<file path="src/rtl/err_comp_acc_pkg.sv">
`default_nettype none
// ============================================================================
// Module      : err_comp_acc_pkg
// Description : Shared types and default widths for the error-compensation
//               accumulator (FSM state encoding, parameter defaults).
// Revision    : 1.0 - initial release
// ============================================================================
package err_comp_acc_pkg;

    localparam int DEF_DATA_W   = 16;
    localparam int DEF_KEEP_MSB = 8;
    localparam int DEF_ACC_W    = 24;
    localparam int DEF_LEN_W    = 8;

    // Saturation ceiling for the default accumulator width
    localparam logic [DEF_ACC_W-1:0] ACC_MAX = {DEF_ACC_W{1'b1}};

    typedef enum logic [1:0] {
        IDLE  = 2'd0,
        ACCUM = 2'd1,
        HOLD  = 2'd2
    } state_t;

endpackage : err_comp_acc_pkg
`default_nettype wire

</file>
<file path="src/rtl/err_comp_acc_sat_add.sv">
`default_nettype none
// ============================================================================
// Module      : err_comp_acc_sat_add
// Description : Unsigned ACC_W-bit saturating adder. A sum that reaches or
//               exceeds the all-ones value is clamped to all-ones and flagged.
// Revision    : 1.0 - initial release
// ============================================================================
module err_comp_acc_sat_add
    import err_comp_acc_pkg::*;
#(
    parameter int ACC_W = DEF_ACC_W
) (
    input  logic [ACC_W-1:0] i_a,
    input  logic [ACC_W-1:0] i_b,
    output logic [ACC_W-1:0] o_sum,
    output logic             o_ovf
);

    logic [ACC_W:0]   w_full;
    logic [ACC_W-1:0] w_max;

    assign w_max  = {ACC_W{1'b1}};
    // One extra bit keeps the carry so the clamp test is exact
    assign w_full = {1'b0, i_a} + {1'b0, i_b};
    // Reaching the ceiling exactly also counts as saturation
    assign o_ovf  = (w_full >= {1'b0, w_max});
    assign o_sum  = o_ovf ? w_max : w_full[ACC_W-1:0];

endmodule : err_comp_acc_sat_add
`default_nettype wire

</file>
<file path="src/rtl/err_comp_acc.sv">
`default_nettype none
// ============================================================================
// Module      : err_comp_acc
// Description : Sums a programmed number of rounded error products into a
//               saturating accumulator and hands the total to the MAC output
//               adder over valid/ready, with sticky saturation and format
//               error flags.
// Revision    : 1.0 - initial release
// ============================================================================
module err_comp_acc
    import err_comp_acc_pkg::*;
#(
    parameter int DATA_W   = DEF_DATA_W,
    parameter int KEEP_MSB = DEF_KEEP_MSB,
    parameter int ACC_W    = DEF_ACC_W,
    parameter int LEN_W    = DEF_LEN_W
) (
    input  logic              clk,
    input  logic              rst_n,
    input  logic              start,
    input  logic [LEN_W-1:0]  len,
    input  logic              in_valid,
    output logic              in_ready,
    input  logic [DATA_W-1:0] rounded_error_product,
    output logic              out_valid,
    input  logic              out_ready,
    output logic [ACC_W-1:0]  comp_sum,
    output logic              sat,
    output logic              fmt_err,
    output logic              busy
);

    localparam int                c_pad_w   = ACC_W - DATA_W;
    localparam int                c_low_w   = DATA_W - KEEP_MSB;
    localparam logic [LEN_W-1:0]  c_cnt_one = LEN_W'(1);

    state_t             r_state;
    state_t             w_state_nxt;
    logic [ACC_W-1:0]   r_acc;
    logic [LEN_W-1:0]   r_cnt;
    logic               r_sat;
    logic               r_fmt_err;
    logic [ACC_W-1:0]   w_ext;
    logic [ACC_W-1:0]   w_add_sum;
    logic               w_add_ovf;
    logic               w_fmt_bad;
    logic               w_beat;

    assign w_ext     = {{c_pad_w{1'b0}}, rounded_error_product};
    // Bits below the retained MSBs should have been cleared upstream
    assign w_fmt_bad = |rounded_error_product[c_low_w-1:0];
    assign w_beat    = in_valid && in_ready;

    err_comp_acc_sat_add #(
        .ACC_W (ACC_W)
    ) u_sat_add (
        .i_a   (r_acc),
        .i_b   (w_ext),
        .o_sum (w_add_sum),
        .o_ovf (w_add_ovf)
    );

    // State register
    always_ff @(posedge clk) begin
        if (!rst_n) r_state <= IDLE;
        else        r_state <= w_state_nxt;
    end

    // Next-state decode; handshake outputs depend on registered state only
    always_comb begin
        w_state_nxt = r_state;
        in_ready    = 1'b0;
        out_valid   = 1'b0;
        busy        = 1'b0;
        case (r_state)
            IDLE: begin
                if (start) w_state_nxt = (len == '0) ? HOLD : ACCUM;
            end
            ACCUM: begin
                in_ready = 1'b1;
                busy     = 1'b1;
                if (in_valid && (r_cnt == c_cnt_one)) w_state_nxt = HOLD;
            end
            HOLD: begin
                out_valid = 1'b1;
                busy      = 1'b1;
                if (out_ready) w_state_nxt = IDLE;
            end
            default: w_state_nxt = IDLE;
        endcase
    end

    // Accumulator, beat counter and sticky flags; results persist in IDLE
    always_ff @(posedge clk) begin
        if (!rst_n) begin
            r_acc     <= '0;
            r_cnt     <= '0;
            r_sat     <= 1'b0;
            r_fmt_err <= 1'b0;
        end else if ((r_state == IDLE) && start) begin
            r_acc     <= '0;
            r_cnt     <= len;
            r_sat     <= 1'b0;
            r_fmt_err <= 1'b0;
        end else if (w_beat) begin
            r_acc <= w_add_sum;
            r_cnt <= r_cnt - c_cnt_one;
            if (w_add_ovf) r_sat     <= 1'b1;
            if (w_fmt_bad) r_fmt_err <= 1'b1;
        end
    end

    assign comp_sum = r_acc;
    assign sat      = r_sat;
    assign fmt_err  = r_fmt_err;

endmodule : err_comp_acc
`default_nettype wire

</file>
<file path="config.mk">
export PLATFORM = sky130hd
export DESIGN_NAME = err_comp_acc
export DESIGN_NICKNAME = d
export VERILOG_FILES = /design/src/rtl/err_comp_acc_pkg.sv /design/src/rtl/err_comp_acc_sat_add.sv /design/src/rtl/err_comp_acc.sv
export SDC_FILE = /design/constraint.sdc
export NUM_CORES = 1
export LEC_CHECK = 0
export ABC_CLOCK_PERIOD_IN_PS = 7600
export CORE_MARGIN = 3
export CORE_UTILIZATION = 47
export CTS_BUF_LIST = sky130_fd_sc_hd__clkbuf_8
export CTS_CLUSTER_SIZE = 25
export DETAILED_ROUTE_END_ITERATION = 8
export PLACE_DENSITY = 0.72
export SKIP_LAST_GASP = 1
export SLEW_MARGIN = 10
export SYNTH_ARGS = -nofsm -noshare
export SYNTH_HDL_FRONTEND = slang
export SYNTH_SLANG_ARGS = --single-unit
</file>
<file path="constraint.sdc">
create_clock -name clk -period 7.6 [get_ports clk]
set_input_delay 1.52 -clock clk [delete_from_list [all_inputs] [get_ports clk]]
set_output_delay 1.52 -clock clk [all_outputs]
set_load 0.01 [all_outputs]
</file>
### Yosys cells after proc, flatten, opt, wreduce, memory -nomap -nowiden

Index checks and enable logic that the tools add are counted.

| word-level totals | value |
|---|---|
| register bits | 36 |
| input bits | 29 |

| operators by class | value |
|---|---|
| add/sub/neg operators | 2 |
| order comparisons | 1 |
| equal/unequal tests | 6 |
| mux-type cells | 11 |
| bitwise operators | 1 |
| reduce and logical (&&, ||, !) cells | 12 |

Operators by type and width:

| kind | count |
|---|---|
| $add A24 B16 Y25 | 1 |
| $ge A25 B24 Y1 const B | 1 |
| $mux W24 | 1 |
| $mux W8 | 2 |
| $eq A8 B1 Y1 const B | 1 |
| $logic_not A8 Y1 | 1 |
| $mux W2 | 4 |
| $reduce_or A8 Y1 | 1 |
| $sub A8 B1 Y8 const B | 1 |
| $ne A2 B2 Y1 const B | 3 |
| $pmux W2 S3 | 1 |
| $reduce_and A2 Y1 | 2 |
| $reduce_or A2 Y1 | 2 |
| $logic_and A1 B1 Y1 | 3 |
| $mux W1 | 3 |
| $reduce_and A3 Y1 | 1 |
| $eq A2 B1 Y1 const B | 1 |
| $eq A2 B2 Y1 const B | 1 |
| $logic_not A2 Y1 | 1 |
| $reduce_bool A2 Y1 | 1 |
| $not A1 Y1 | 1 |

### Logic depth before layout (Yosys ltp)

Gate-level depths: netlist (run 1).

| depth | value |
|---|---|
| depth after elaboration | 5 |
| mapped depth | 12 |
| mapped depth without buffers | 11 |

### Hierarchy

Synthesis (run 1) repeated with hierarchy kept, for this count alone.

| unflattened totals | value |
|---|---|
| cell total of the unflattened synthesis | 375 |
| area total of the unflattened synthesis | 2881.5 µm² |

By module, submodules not included:

| module | times used | cells an instance | area an instance (µm²) |
|---|---|---|---|
| err_comp_acc | 1 | 186 | 1500.2 |
| err_comp_acc_sat_add | 1 | 189 | 1381.3 |

### Worst setup path before layout (run 1)

No wires, ideal clock.

| timing | value |
|---|---|
| path kind | input-to-reg |
| start point | in rounded_error_product[0] |
| end point | reg r_acc[0] (netlist: comp_sum[0]) |
| arrival time | 4638 ps |
| path slack | 2888 ps |
| cell stages on the path | 11 |
| path buffers | 1 |
| cell sequence | ha_1 -> inv_1 -> fa_1 -> and2b_2 -> o2111ai_1 -> or4_1 -> or4_1 -> or4b_1 -> or4_4 -> buf_6 -> a31oi_1 |

| on the way | value |
|---|---|
| cells in the longest elaborated chain, start to end | 3 |

Ends and longest elaborated chain:

| element | line | RTL |
|---|---|---|
| start, declared | err_comp_acc.sv:24 | `input logic [DATA_W-1:0] rounded_error_product,` |
| $add A24 B16 Y25 * | err_comp_acc_sat_add.sv:24 | `assign w_full = {1'b0, i_a} + {1'b0, i_b};` |
| $ge A25 B24 Y1 | err_comp_acc_sat_add.sv:26 | `assign o_ovf = (w_full >= {1'b0, w_max});` |
| $mux W24 * | err_comp_acc_sat_add.sv:27 | `assign o_sum = o_ovf ? w_max : w_full[ACC_W-1:0];` |
| end signal, assigned | err_comp_acc.sv:106 | `r_acc <= w_add_sum;` |
| end, declared | err_comp_acc.sv:39 | `logic [ACC_W-1:0] r_acc;` |

Every way passes the cells marked *; elsewhere a longest branch is shown, timed or not.
A chain may end at the register's enable or synchronous reset.

### Worst setup path after layout (run 1)

| timing | value |
|---|---|
| start point | in rounded_error_product[0] |
| end point | reg r_acc[11] (netlist: comp_sum[11]) |

Same word-level chain as after synthesis.

==> results.cfg, run 1 <==
[setup_path]
critical_path_required_ps = 7820
critPathCapture = comp_sum[11]
crit_path_max_incr_delay_ps = 550
cp_cell_sequence = clkdlybuf4s50_1 -> ha_1 -> inv_1 -> fa_1 -> xnor2_1 -> o2111ai_1 -> or4_1 -> or4_1 -> or4b_1 -> or4_4 -> a31oi_1
critPathBufInv = 2
cp-end-kind = flip-flop
crit_family = simple AND/OR/NAND/NOR gates
cp_common_cell = or4_1
crit_type = in2reg
cp_num_cells = 11
start_kind = input pin
worstPathArrival_ps = 5390
cp_slowest_cell = or4_4
critPathMaxFanout = 13
crit_start = rounded_error_product[0]
worstRegToRegCells = 10
reg2reg_slack_ps = 3770
r2r_end = comp_sum[11]
r2r_start = comp_sum[0]

[clock_network]
cts-root-buf = clkbuf_8
cts_setup_buffers = 0
cts_buffers = 5
post_cts_resized = 0
cts.hold.buffers_added = 0
cts_tree = built
clk_pin_slew_ps = 80
insertion_delay_ps = 300
cts_max_path_buffers = 2
h-tree-depth = 2
cts_sinks = 36

[floorplanning]
die-area_um2 = 8180
die_w_um = 90.4
die_h_um = 90.4
core-area_um2 = 6870
start_util = 0.488
io_pins = 58
core.rowCount = 30

[logic_synthesis]
ys_seq_elements = 36
synth_area_leaders = dfxtp_1 22%, ha_1 7.8%, o21ai_0 4.6%, a21oi_1 4.3%, nand2_1 3.5%
yosysTopAreaCell = dfxtp_1
synth_area_um2 = 3350
yosysWarnings = 0
synth_edf_count = 0
synth_common_cells = 36 x dfxtp_1, 31 x nand2_1, 31 x o21ai_0, 29 x a21oi_1, 22 x nor2_1
avgSynthCellArea_um2 = 7.87
seq_area_frac_synth = 0.215
syn-instance-count = 426
yosysMostFrequentCell = dfxtp_1
ys_async_sr_fraction = 0
yosysUniqueCellTypes = 78
synth_top_area_frac = 0.215
syn-num-nets = 477
ys.flop_type = dfxtp_1

[placement]
dp.cells = 555
dp_hpwl_mm = 7.59
io_buffers = 57
place_congestion = 0.929

[global_routing]
gr-usage-all-layers = 0.235
met1_usage = 0.305
antenna_found_initial = 0
grt_first_pass_wirelength_mm = 16.0
grt_use_met3 = 0.0333
gr-total-overflow = 0
grt_max_degree = 31
grt_util_met2 = 0.402
grt-busiest-layer = met2
grt_pass1_vias = 3262

[detailed_routing]
vias_per_cell = 6.37
firstDrtPassIters = 5
drt_iter0_markers = 401
wire_per_inst_um = 17.5
ant_nets = 0
route.detailed.drc = 0
vias = 3584
drt-total-wl_mm = 9.83

[power]
total_power_uw = 600
ir_worst_vdd_mv = 0.0970
leakagePower_uw = 0.00155
p_per_area_nw_per_um2 = 151

[sta]
max-slew-margin-rel = 0.319
hold_violations = 0
fin_hold_ws_ps = 483
finalCriticalPeriod_ps = 5170
finalCritPeriodShare = 0.681
setup_viol_count_final = 0
fmaxAchievable_ghz = 0.193
finalMaxSlewViolations = 0
fin_skew_ps = 9.19
grt_setup_unrepaired = false
worst_slew_pin_slew_ps = 1020
finalSetupTns_ps = 0

[cells_and_area]
drive_gt1_frac = 0.0814
syn_to_final_growth_pct = 18.9
multi_input_area_um2 = 2410
antennaDiodeCount = 0
final_nets = 517
seqCellArea_um2 = 721
n_fill_cell = 631
fin_cells = 563

[worst_hold_path]
hold_path.class = reg2reg
hold_depth = 2
hp-start = sat

[run]
maxCapViolCount = 0

[outcome]
outcome = finished, final reports clean
## power by group
group	internal, uW	switching [uW]	leakage [uW]
Clock	63.9	75.5	0.0000455
Sequential	206	14.2	0.000293
Combinational	105	136	0.00121
## worst min-delay path by stage
stage / slack, ps / endpoint
3_3_place_gp: 470 / sat
4_1_cts: 490 / sat
6_report: 480 / sat
2_1_floorplan: 470 / r_state[1]
5_1_grt: 510 / sat
3_5_place_dp: 460 / fmt_err
## through the flow
step	setup WS, ps	cell area [um2]	utilization
final	2430	3980	0.580
after global routing	2270	3980	0.580
after CTS	2470	3980	0.580
after detailed placement	2180	3890	0.567
after global placement	2310	3890	0.567
after floorplan	2890	3350	-
## per-layer routing
| metal | share of wire | up-vias |
|---|---|---|
| li1 | - | 1714 |
| met4 | 0.019 | 0 |
| met5 | 0 | - |
| met3 | 0.069 | 19 |
| met2 | 0.48 | 155 |
| met1 | 0.43 | 1696 |
## worst register-to-register path: cells and delay by family (launching register included)
kind	cells	cell delay, ps
adders and majority gates	2	610
DFF	1	360
AOI/OAI and AO/OA	2	370
and+or+nand+nor	4	2040
buffers and inverters	1	70
xor gates and xnor gates	1	300
## placed cells by master (no fill, tap or decap), types with 4 or more instances in the layout
| master | count |
|---|---|
| a21o_1 | 13 |
| nand2b_1 | 4 |
| nand3_1 | 13 |
| xor2_1 | 5 |
| nor4_1 | 6 |
| o211ai_1 | 8 |
| o21ai_0 | 31 |
| ha_1 | 21 |
| clkdlybuf4s50_1 | 57 |
| a21oi_1 | 29 |
| and3_1 | 6 |
| xnor2_1 | 10 |
| and4_1 | 7 |
| clkbuf_8 | 5 |
| dfxtp_1 | 36 |
| inv_1 | 17 |
| or4_1 | 5 |
| nand4_1 | 9 |
| nand2_1 | 31 |
| nor3_1 | 15 |
| o211a_1 | 10 |
| and2_1 | 6 |
| a31oi_1 | 18 |
| nor2_1 | 22 |
| o21ai_1 | 4 |
| o31ai_1 | 4 |
| or3_1 | 5 |
## final cells by class
| type | instances | share of cell area |
|---|---|---|
| sequential | 36 | 0.181 |
| tap | 96 | 0.0302 |
| inverter | 16 | 0.0151 |
| clock buffer | 5 | 0.0173 |
| clock inverter | 3 | 0.00503 |
| timing repair buffer | 58 | 0.145 |
| multi-input combinational | 349 | 0.606 |
## flip-flops by register name, indices dropped and copies added (netlist names)
name	cells
comp_sum	24
r_cnt	8
r_state	2
fmt_err	1
sat	1
## kinds of logic after synthesis
logic type | synth area share
and+or+nand+nor | 0.255
AOI/OAI and AO/OA | 0.334
buffers and inverters | 0.0642
xor gates and xnor gates | 0.0441
DFF | 0.215
muxes | 0.00299
adders and majority gates | 0.0844
Note: power is estimated with default switching activity, not from simulation.
==> run 2: changes to the inputs <==
--- a/config.mk
+++ b/config.mk
@@ -5,13 +5,13 @@
 export SDC_FILE = /design/constraint.sdc
 export NUM_CORES = 1
 export LEC_CHECK = 0
-export ABC_CLOCK_PERIOD_IN_PS = 7600
+export ABC_CLOCK_PERIOD_IN_PS = 4200
 export CORE_MARGIN = 3
 export CORE_UTILIZATION = 47
 export CTS_BUF_LIST = sky130_fd_sc_hd__clkbuf_8
 export CTS_CLUSTER_SIZE = 25
 export DETAILED_ROUTE_END_ITERATION = 8
-export PLACE_DENSITY = 0.72
+export PLACE_DENSITY = 0.75
 export SKIP_LAST_GASP = 1
 export SLEW_MARGIN = 10
 export SYNTH_ARGS = -nofsm -noshare
==> constraint.sdc (replaced) <==
create_clock -name clk -period 4.2 [get_ports clk]
set_input_delay 0.84 -clock clk [delete_from_list [all_inputs] [get_ports clk]]
set_output_delay 0.84 -clock clk [all_outputs]
set_load 0.01 [all_outputs]
==> run 2 against run 1 <==
- non-clock buffer count rose by 72
- register-to-register slack got worse by 3100 ps
- sequential share of layout area fell by 2.5 points
- core utilization rose by 9.2 points
- largest power group unchanged
- worst setup slack got worse by 2300 ps
- clock power rose by 120%
- total power rose by 110%
==> results.cfg, run 2 (synthesized netlist as in run 1, its figures left out) <==
[floorplanning]
core.rowCount = 30
core-area_um2 = 6870
start_util = 0.488
die_w_um = 90.4
die_h_um = 90.4
io_pins = 58
die-area_um2 = 8180

[clock_network]
clk_pin_slew_ps = 70
insertion_delay_ps = 290
cts_sinks = 36
cts_tree = built
h-tree-depth = 2
cts-root-buf = clkbuf_8
cts_buffers = 5
cts.hold.buffers_added = 0
cts_max_path_buffers = 2

[setup_path]
crit_type = in2reg
critPathMaxFanout = 6
critical_path_required_ps = 4420
cp-end-kind = flip-flop
start_kind = input pin
worstPathArrival_ps = 4330

[power]
p_per_area_nw_per_um2 = 269
ir_worst_vdd_mv = 0.206
leakagePower_uw = 0.00192

[sta]
fin_skew_ps = 4.66
setup_ws_ps = 81.7
finalCritPeriodShare = 0.981
finalMaxSlewViolations = 0
setup_viol_count_final = 0
grt_setup_unrepaired = true
hold_violations = 0
max-slew-margin-rel = 0.483
fin_hold_ws_ps = 476
worst_slew_pin_slew_ps = 775
finalSetupTns_ps = 0
finalCriticalPeriod_ps = 4120
fmaxAchievable_ghz = 0.243

[worst_hold_path]
hold_path.class = reg2reg

[detailed_routing]
route.detailed.drc = 0
drt-total-wl_mm = 10.9
vias = 3893
firstDrtPassIters = 5
ant_nets = 0
vias_per_cell = 6.12
wire_per_inst_um = 17.2
drt_iter0_markers = 330

[cells_and_area]
layout_commonest_cell = buf_4
drive_gt1_frac = 0.220
syn_to_final_growth_pct = 37.7
final_nets = 590
largest_reg_flops = 24
mostFrequentLayoutCells = 73 x buf_4, 56 x clkdlybuf4s50_1, 36 x dfxtp_1, 31 x nand2_1, 31 x o21ai_0
antennaDiodeCount = 0
final_util = 0.672
fin_cells = 636
n_fill_cell = 573

[outcome]
outcome = finished, final reports clean

[global_routing]
grt_first_pass_wirelength_mm = 17.6
grt_max_degree = 23
antenna_found_initial = 0
gr-usage-all-layers = 0.259
grt_pass1_vias = 3620
gr-total-overflow = 0

[placement]
io_buffers = 57
place_congestion = 0.941
dp_hpwl_mm = 8.52
dp.cells = 626
dpl_worst_slack_ps = -496

[run]
maxCapViolCount = 0
## run 2: critical path: stages
cell and delay (ps):
clkdlybuf4s50_1 420, buf_4 150, ha_4 230, a211o_1 270, and2_4 150, xnor2_1 130, or4_1 530, or4_1 420
or4b_4 500, or4_4 500, a31oi_1 190
## run 2: stage by stage
step           total power [uW]  instance area (um2)
3_3_place_gp                913                 4430
5_1_grt                    1310                 4610
3_5_place_dp                923                 4430
2_1_floorplan               701                 3350
4_1_cts                    1230                 4600
6_report                   1240                 4610
## run 2: report_power, final
part           total (uW)  internal (uW)  switching [uW]
Sequential            400            372            27.6
Clock                 302            174             128
Combinational         537            264             273
Total                1240            810             429
## run 2: final timing paths
path                                               start     endpoint  slack (ps)  depth (start not counted)
worst max-delay path            rounded_error_product[1]  comp_sum[2]          80                         11
worst min register to register                       sat          sat         480                          2
worst max register to register               comp_sum[0]  comp_sum[2]         630                         11
worst min-delay path                                 sat          sat         480                          2
## run 2: area by class of cell
class | instances | area [um2] | share of cell area
multi-input cells | 350 | 2490 | 0.539
repair buffers | 130 | 1120 | 0.242
flip-flops and latches | 36 | 721 | 0.156
well taps | 96 | 120 | 0.0260
clock buffers | 5 | 68.8 | 0.0149
inverters | 16 | 60.1 | 0.0130
clock inverters | 3 | 38.8 | 0.00841
## run 2: routing by layer
layer | part of all wire | vias up | track usage | wire length (um)
met2 | 0.47 | 159 | 0.438 | 5190
met4 | 0.023 | 0 | 0.0855 | 256
li1 | - | 1869 | - | -
met3 | 0.073 | 21 | 0.0425 | 801
met1 | 0.43 | 1844 | 0.336 | 4680
met5 | 0 | - | 0 | 0
## run 2: what timing repair did
item | in CTS | in global routing
setup endpoints to repair | 13 | 13
gates resized for setup | 10 | 1
setup buffers | 1 | 0
cloned | 1 | 0
endpoints found under the hold margin | 0 | 0
pin swaps | 10 | 4
